**config.mk**
```make
export PLATFORM = sky130hd
export DESIGN_NAME = regfile_wport_arb_flat
export DESIGN_NICKNAME = d
export VERILOG_FILES = /design/src/rtl/regfile_wport_arb_if.sv /design/src/rtl/regfile_wport_arb.sv /design/src/flat_wrapper.sv
export SDC_FILE = /design/constraint.sdc
export NUM_CORES = 1
export LEC_CHECK = 0
export ABC_AREA = 0
export CELL_PAD_IN_SITES_DETAIL_PLACEMENT = 1
export CELL_PAD_IN_SITES_GLOBAL_PLACEMENT = 1
export CORE_ASPECT_RATIO = 1.1
export CORE_MARGIN = 1.5
export CORE_UTILIZATION = 31
export CTS_BUF_LIST = sky130_fd_sc_hd__clkbuf_16
export DETAILED_ROUTE_END_ITERATION = 8
export PLACE_DENSITY = 0.83
export SLEW_MARGIN = 20
export SYNTH_ARGS = -nofsm -noshare
export SYNTH_HDL_FRONTEND = slang
export SYNTH_SLANG_ARGS = --single-unit
```
**constraint.sdc**
```tcl
create_clock -name clk -period 3.2 [get_ports clk]
set_input_delay 0.64 -clock clk [delete_from_list [all_inputs] [get_ports clk]]
set_output_delay 0.64 -clock clk [all_outputs]
set_load 0.03 [all_outputs]
```
**src/rtl/regfile_wport_arb_if.sv**
```systemverilog
// Write-port bundle between the WB stage / multi-cycle unit and the regfile arbiter.
// master = requesters and regfile side, slave = arbiter.
interface regfile_wport_arb_if;
  logic        wa_we;
  logic [4:0]  wa_addr;
  logic [31:0] wa_data;
  logic        mb_valid;
  logic [4:0]  mb_addr;
  logic [31:0] mb_data;
  logic        mb_ready;
  logic        rf_we;
  logic [4:0]  rf_waddr;
  logic [31:0] rf_wdata;
  logic        stall_req;
  logic        err;

  modport master (
    output wa_we, wa_addr, wa_data, mb_valid, mb_addr, mb_data,
    input  mb_ready, rf_we, rf_waddr, rf_wdata, stall_req, err
  );

  modport slave (
    input  wa_we, wa_addr, wa_data, mb_valid, mb_addr, mb_data,
    output mb_ready, rf_we, rf_waddr, rf_wdata, stall_req, err
  );
endinterface

```
**src/rtl/regfile_wport_arb.sv**
```systemverilog
// Shares the regfile write port between WB (port A, 0-cycle, never stalled) and a valid/ready unit (port B).
// Starved B is force-granted; the displaced A write drains from a one-entry hold while stall_req bubbles the pipe.
module regfile_wport_arb #(
  parameter int STARVE_LIMIT = 4,
  parameter int CW           = 3
) (
  input logic               clk,
  input logic               rst,
  regfile_wport_arb_if.slave bus
);

  localparam logic [CW-1:0] LIMIT = CW'(STARVE_LIMIT);

  logic          hold_valid;
  logic [4:0]    hold_addr;
  logic [31:0]   hold_data;
  logic [CW-1:0] starve_cnt;
  logic          err_q;

  logic a_req, b_req, b_zero;
  logic grant_b, hold_load, err_set;

  assign a_req  = bus.wa_we && (bus.wa_addr != 5'd0);
  assign b_req  = bus.mb_valid && (bus.mb_addr != 5'd0);
  assign b_zero = bus.mb_valid && (bus.mb_addr == 5'd0);

  always_comb begin
    bus.rf_we    = 1'b0;
    bus.rf_waddr = 5'd0;
    bus.rf_wdata = 32'd0;
    bus.mb_ready = 1'b0;
    grant_b      = 1'b0;
    hold_load    = 1'b0;
    err_set      = 1'b0;
    if (!rst) begin
      // r0 writes are no-ops, so B can be acked for free in any state
      bus.mb_ready = b_zero;
      if (hold_valid) begin
        bus.rf_we    = 1'b1;
        bus.rf_waddr = hold_addr;
        bus.rf_wdata = hold_data;
        err_set      = a_req;
      end else if (b_req && (!a_req || starve_cnt == LIMIT)) begin
        bus.rf_we    = 1'b1;
        bus.rf_waddr = bus.mb_addr;
        bus.rf_wdata = bus.mb_data;
        bus.mb_ready = 1'b1;
        grant_b      = 1'b1;
        hold_load    = a_req;
      end else if (a_req) begin
        bus.rf_we    = 1'b1;
        bus.rf_waddr = bus.wa_addr;
        bus.rf_wdata = bus.wa_data;
      end
    end
  end

  always_ff @(posedge clk) begin
    if (rst) begin
      hold_valid <= 1'b0;
      hold_addr  <= 5'd0;
      hold_data  <= 32'd0;
      starve_cnt <= '0;
      err_q      <= 1'b0;
    end else begin
      hold_valid <= hold_load;
      if (hold_load) begin
        hold_addr <= bus.wa_addr;
        hold_data <= bus.wa_data;
      end
      if (!b_req || grant_b) starve_cnt <= '0;
      else if (starve_cnt != LIMIT) starve_cnt <= starve_cnt + 1'b1;
      err_q <= err_q | err_set;
    end
  end

  // Registered state is masked while rst is asserted so outputs read idle from the first reset cycle.
  assign bus.stall_req = hold_valid && !rst;
  assign bus.err       = err_q && !rst;

endmodule

```
**src/flat_wrapper.sv**
```systemverilog
// flat-port wrapper written by rule: the top's interface ports become plain ports
module regfile_wport_arb_flat 
#(
  parameter int STARVE_LIMIT = 4,
  parameter int CW           = 3
)
  (clk, rst, bus_wa_we, bus_wa_addr, bus_wa_data, bus_mb_valid, bus_mb_addr, bus_mb_data, bus_mb_ready, bus_rf_we, bus_rf_waddr, bus_rf_wdata, bus_stall_req, bus_err);
  regfile_wport_arb_if bus_i ();
  input logic clk;
  input logic rst;
  input wire logic [$bits(bus_i.wa_we)-1:0] bus_wa_we;
  input wire logic [$bits(bus_i.wa_addr)-1:0] bus_wa_addr;
  input wire logic [$bits(bus_i.wa_data)-1:0] bus_wa_data;
  input wire logic [$bits(bus_i.mb_valid)-1:0] bus_mb_valid;
  input wire logic [$bits(bus_i.mb_addr)-1:0] bus_mb_addr;
  input wire logic [$bits(bus_i.mb_data)-1:0] bus_mb_data;
  output wire logic [$bits(bus_i.mb_ready)-1:0] bus_mb_ready;
  output wire logic [$bits(bus_i.rf_we)-1:0] bus_rf_we;
  output wire logic [$bits(bus_i.rf_waddr)-1:0] bus_rf_waddr;
  output wire logic [$bits(bus_i.rf_wdata)-1:0] bus_rf_wdata;
  output wire logic [$bits(bus_i.stall_req)-1:0] bus_stall_req;
  output wire logic [$bits(bus_i.err)-1:0] bus_err;
  assign bus_i.wa_we = bus_wa_we;
  assign bus_i.wa_addr = bus_wa_addr;
  assign bus_i.wa_data = bus_wa_data;
  assign bus_i.mb_valid = bus_mb_valid;
  assign bus_i.mb_addr = bus_mb_addr;
  assign bus_i.mb_data = bus_mb_data;
  assign bus_mb_ready = bus_i.mb_ready;
  assign bus_rf_we = bus_i.rf_we;
  assign bus_rf_waddr = bus_i.rf_waddr;
  assign bus_rf_wdata = bus_i.rf_wdata;
  assign bus_stall_req = bus_i.stall_req;
  assign bus_err = bus_i.err;
  regfile_wport_arb #(.STARVE_LIMIT(STARVE_LIMIT), .CW(CW)) u_core (.clk(clk), .rst(rst), .bus(bus_i));
endmodule
```
==> impl_metrics.toml <==
[run_status]
outcome = "finished with violations"
violations = "setup timing"

[setup_path]
critPathKind = "in2out"
critPathSlowestCell = "or4_4"
worst_setup_path_start_kind = "input pin"
critPathArrivalTime_ns = 2.57
required_ns = 2.56
reg2reg_from = "u_core.starve_cnt[0]$_SDFFE_PP0N_"
critPathMostFrequentCell = "buf_6"
slowest_delay_ns = 0.53
critPathMaxFanout = 8
cp-startpoint = "bus_wa_addr[1]"
crit_path_end_kind = "output port"
path_cells = "buf_6 -> or4_4 -> o211ai_1 -> nor2b_4 -> buf_6 -> a221o_1 -> buf_12"

[floorplanning]
boundaryPins = 119
core_um2 = 8410
die_h_um = 101
die_w_um = 91.8
dieArea_um2 = 9250
initial_utilization_pct = 32.0
num_rows = 35

[timing]
slew_viol_final = 0
tightestPinTransition_ns = 0.748
fin_crit_sh_pct = 100
setup_viol_count_final = 1
rsz0062_at_grt = "true"
max_freq_ghz = 0.311
fin_crit_ns = 3.21
finalHoldViolCount = 0
skew_ns = 0.00347
fin_ws_ns = -0.0108
relSlewSlack_pct = 49.9

[logic_synthesis]
ys_seq_elements = 42
syn_nets = 371
ys_seq_area_share_pct = 31.3
synthCells = 291
synth-main-ff-cell = "dfxtp_1"
synth_cell_type_count = 33
ys_warn_count = 0
async_flop_share_pct = 0
avgSynthCellArea_um2 = 9.24
synthesis.area_um2 = 2690
synth_edf_count = 0

[route]
drt-total-wl_um = 9110
drt_iter0_markers = 94
drc = 0
ant_nets = 0
viasPerCell = 5.08
firstDrtPassIters = 4
wl_per_cell_um = 17.4
vias = 2665

[grt]
grt_pass1_vias = 2812
grt_max_degree = 41
grt_pass1_wl_um = 14200
grt-ovfl-total = 0
antenna_found_initial = 0
grt_usage_pct = 19.6

[place]
dpl.hpwl_um = 5870
io_buffers = 118
gp_congestion = 0.784

[clocking]
cts.path.max_buffers = 2
clk_pin_slew_ns = 0.06
cts_buffers = 5
cts_tree = "built"
numClockSinks = 42
clock_latency_ns = 0.28
htreeDepth = 2
cts_root_buf = "clkbuf_16"

[pwr]
leakage_nw = 1.62
max-vdd-ir-drop_v = 0.000173
finalPower_w = 0.00136
power.density_nw_per_um2 = 323

[layout]
layout.nets = 495
area.growth.synth_to_final_pct = 56.7
final_core_util_pct = 50.1
drive_gt1_share_pct = 21.0
diodes = 0

[flow_run]
cap_viol_max_count = 0

[worst_hold_path]
holdCritPathClass = "reg2reg"
min_from = "u_core.hold_data[17]$_SDFFE_PP0P_"
-- cells in the mapped netlist (3+ instances only) --
| master | instances | area share [%] |
|---|---|---|
| nand2b_1 | 73 | 17 |
| inv_1 | 5 | 0.70 |
| a221o_2 | 3 | 1.3 |
| nand2_1 | 3 | 0.42 |
| clkbuf_1 | 13 | 1.8 |
| mux2i_1 | 37 | 14 |
| buf_4 | 3 | 0.84 |
| nor4_1 | 4 | 0.93 |
| buf_2 | 5 | 0.93 |
| a221o_1 | 34 | 13 |
| buf_8 | 3 | 1.7 |
| dfxtp_1 | 42 | 31 |
| and2_1 | 38 | 8.8 |
-- where the power goes --
part           leakage [nW]  switching [W]  internal [W]
logic                  1.22       0.000167      0.000198
clock network        0.0632       0.000194      0.000278
registers             0.338    0.000000817      0.000524
total                  1.62       0.000362      0.000999
-- worst max-delay path: cells and delay by family --
| family | cells | cell delay, ns |
|---|---|---|
| compound gates | 2 | 0.81 |
| simple gates | 2 | 0.68 |
| buf+inv | 3 | 0.43 |
-- per-stage QoR --
step                      TNS [ns]  cells  hold slack, ns  area [um2]  setup WS (ns)
final                      -0.0108    525           0.471        4220        -0.0108
after detailed placement     -6.22    512           0.461        3930         -0.234
after global routing      -0.00195    525           0.492        4220       -0.00195
after floorplan                  0    291           0.444        2690          0.323
after CTS                        0    527           0.475        4280        0.00586
after global placement       -4.18    512           0.453        3930         -0.159
-- cell type report --
class | instances | area (um2)
fill | 955 | 4190
multi-input combinational | 220 | 1710
timing repair buffer | 141 | 1380
sequential | 42 | 841
tap | 111 | 139
clock buffer | 5 | 125
inverter | 5 | 18.8
clock inverter | 1 | 3.75
-- cells in the final DEF (no fill, tap or decap), drive strengths merged, types with 3 or more instances in the layout --
| cell type | n |
|---|---|
| a221o | 37 |
| and2 | 38 |
| buf | 64 |
| clkbuf | 9 |
| clkdlybuf4s50 | 69 |
| dfxtp | 42 |
| inv | 5 |
| mux2i | 37 |
| nand2 | 3 |
| nand2b | 73 |
| nor4 | 4 |
| o211ai | 3 |
-- flip-flops by register name (all words and copies together), names as in the netlist --
signal	cells
u_core.starve_cnt	3
u_core.hold_valid	1
u_core.hold_data	32
u_core.hold_addr	5
u_core.err_q	1
-- worst paths after layout --
kind,cells past startpoint,slack (ns),to
worst max register to register,8,0.75,u_core.hold_data[9]$_SDFFE_PP0P_
worst min register to register,2,0.47,u_core.hold_data[17]$_SDFFE_PP0P_
worst max-delay path,7,-0.01,bus_rf_wdata[29]
worst min-delay path,2,0.47,u_core.hold_data[17]$_SDFFE_PP0P_
-- per-layer routing --
metal	share of wire [%]	global-route usage, %
met1	43	22.7
met2	52	37.5
met5	0	0
met4	0.90	4.14
met3	4.6	3.54
-- repair_timing --
action | in CTS | in global routing
endpoints found under the setup margin | 38 | 35
hold buffers | 0 | 0
resized for setup | 41 | 10
buffers inserted | 5 | 0
pin swaps | 19 | 7
cloned | 4 | 0
-- cells by family after synthesis --
| kind of cell | count (synthesis) | synth area share (%) |
|---|---|---|
| mux | 37 | 13.8 |
| flops | 42 | 31.3 |
| simple gates | 132 | 30.8 |
| xor+xnor | 1 | 0.326 |
| buf+inv | 30 | 6.37 |
| compound gates | 47 | 16.6 |
| fa+ha+maj | 2 | 0.930 |
Power figures use the tool's default switching activity.
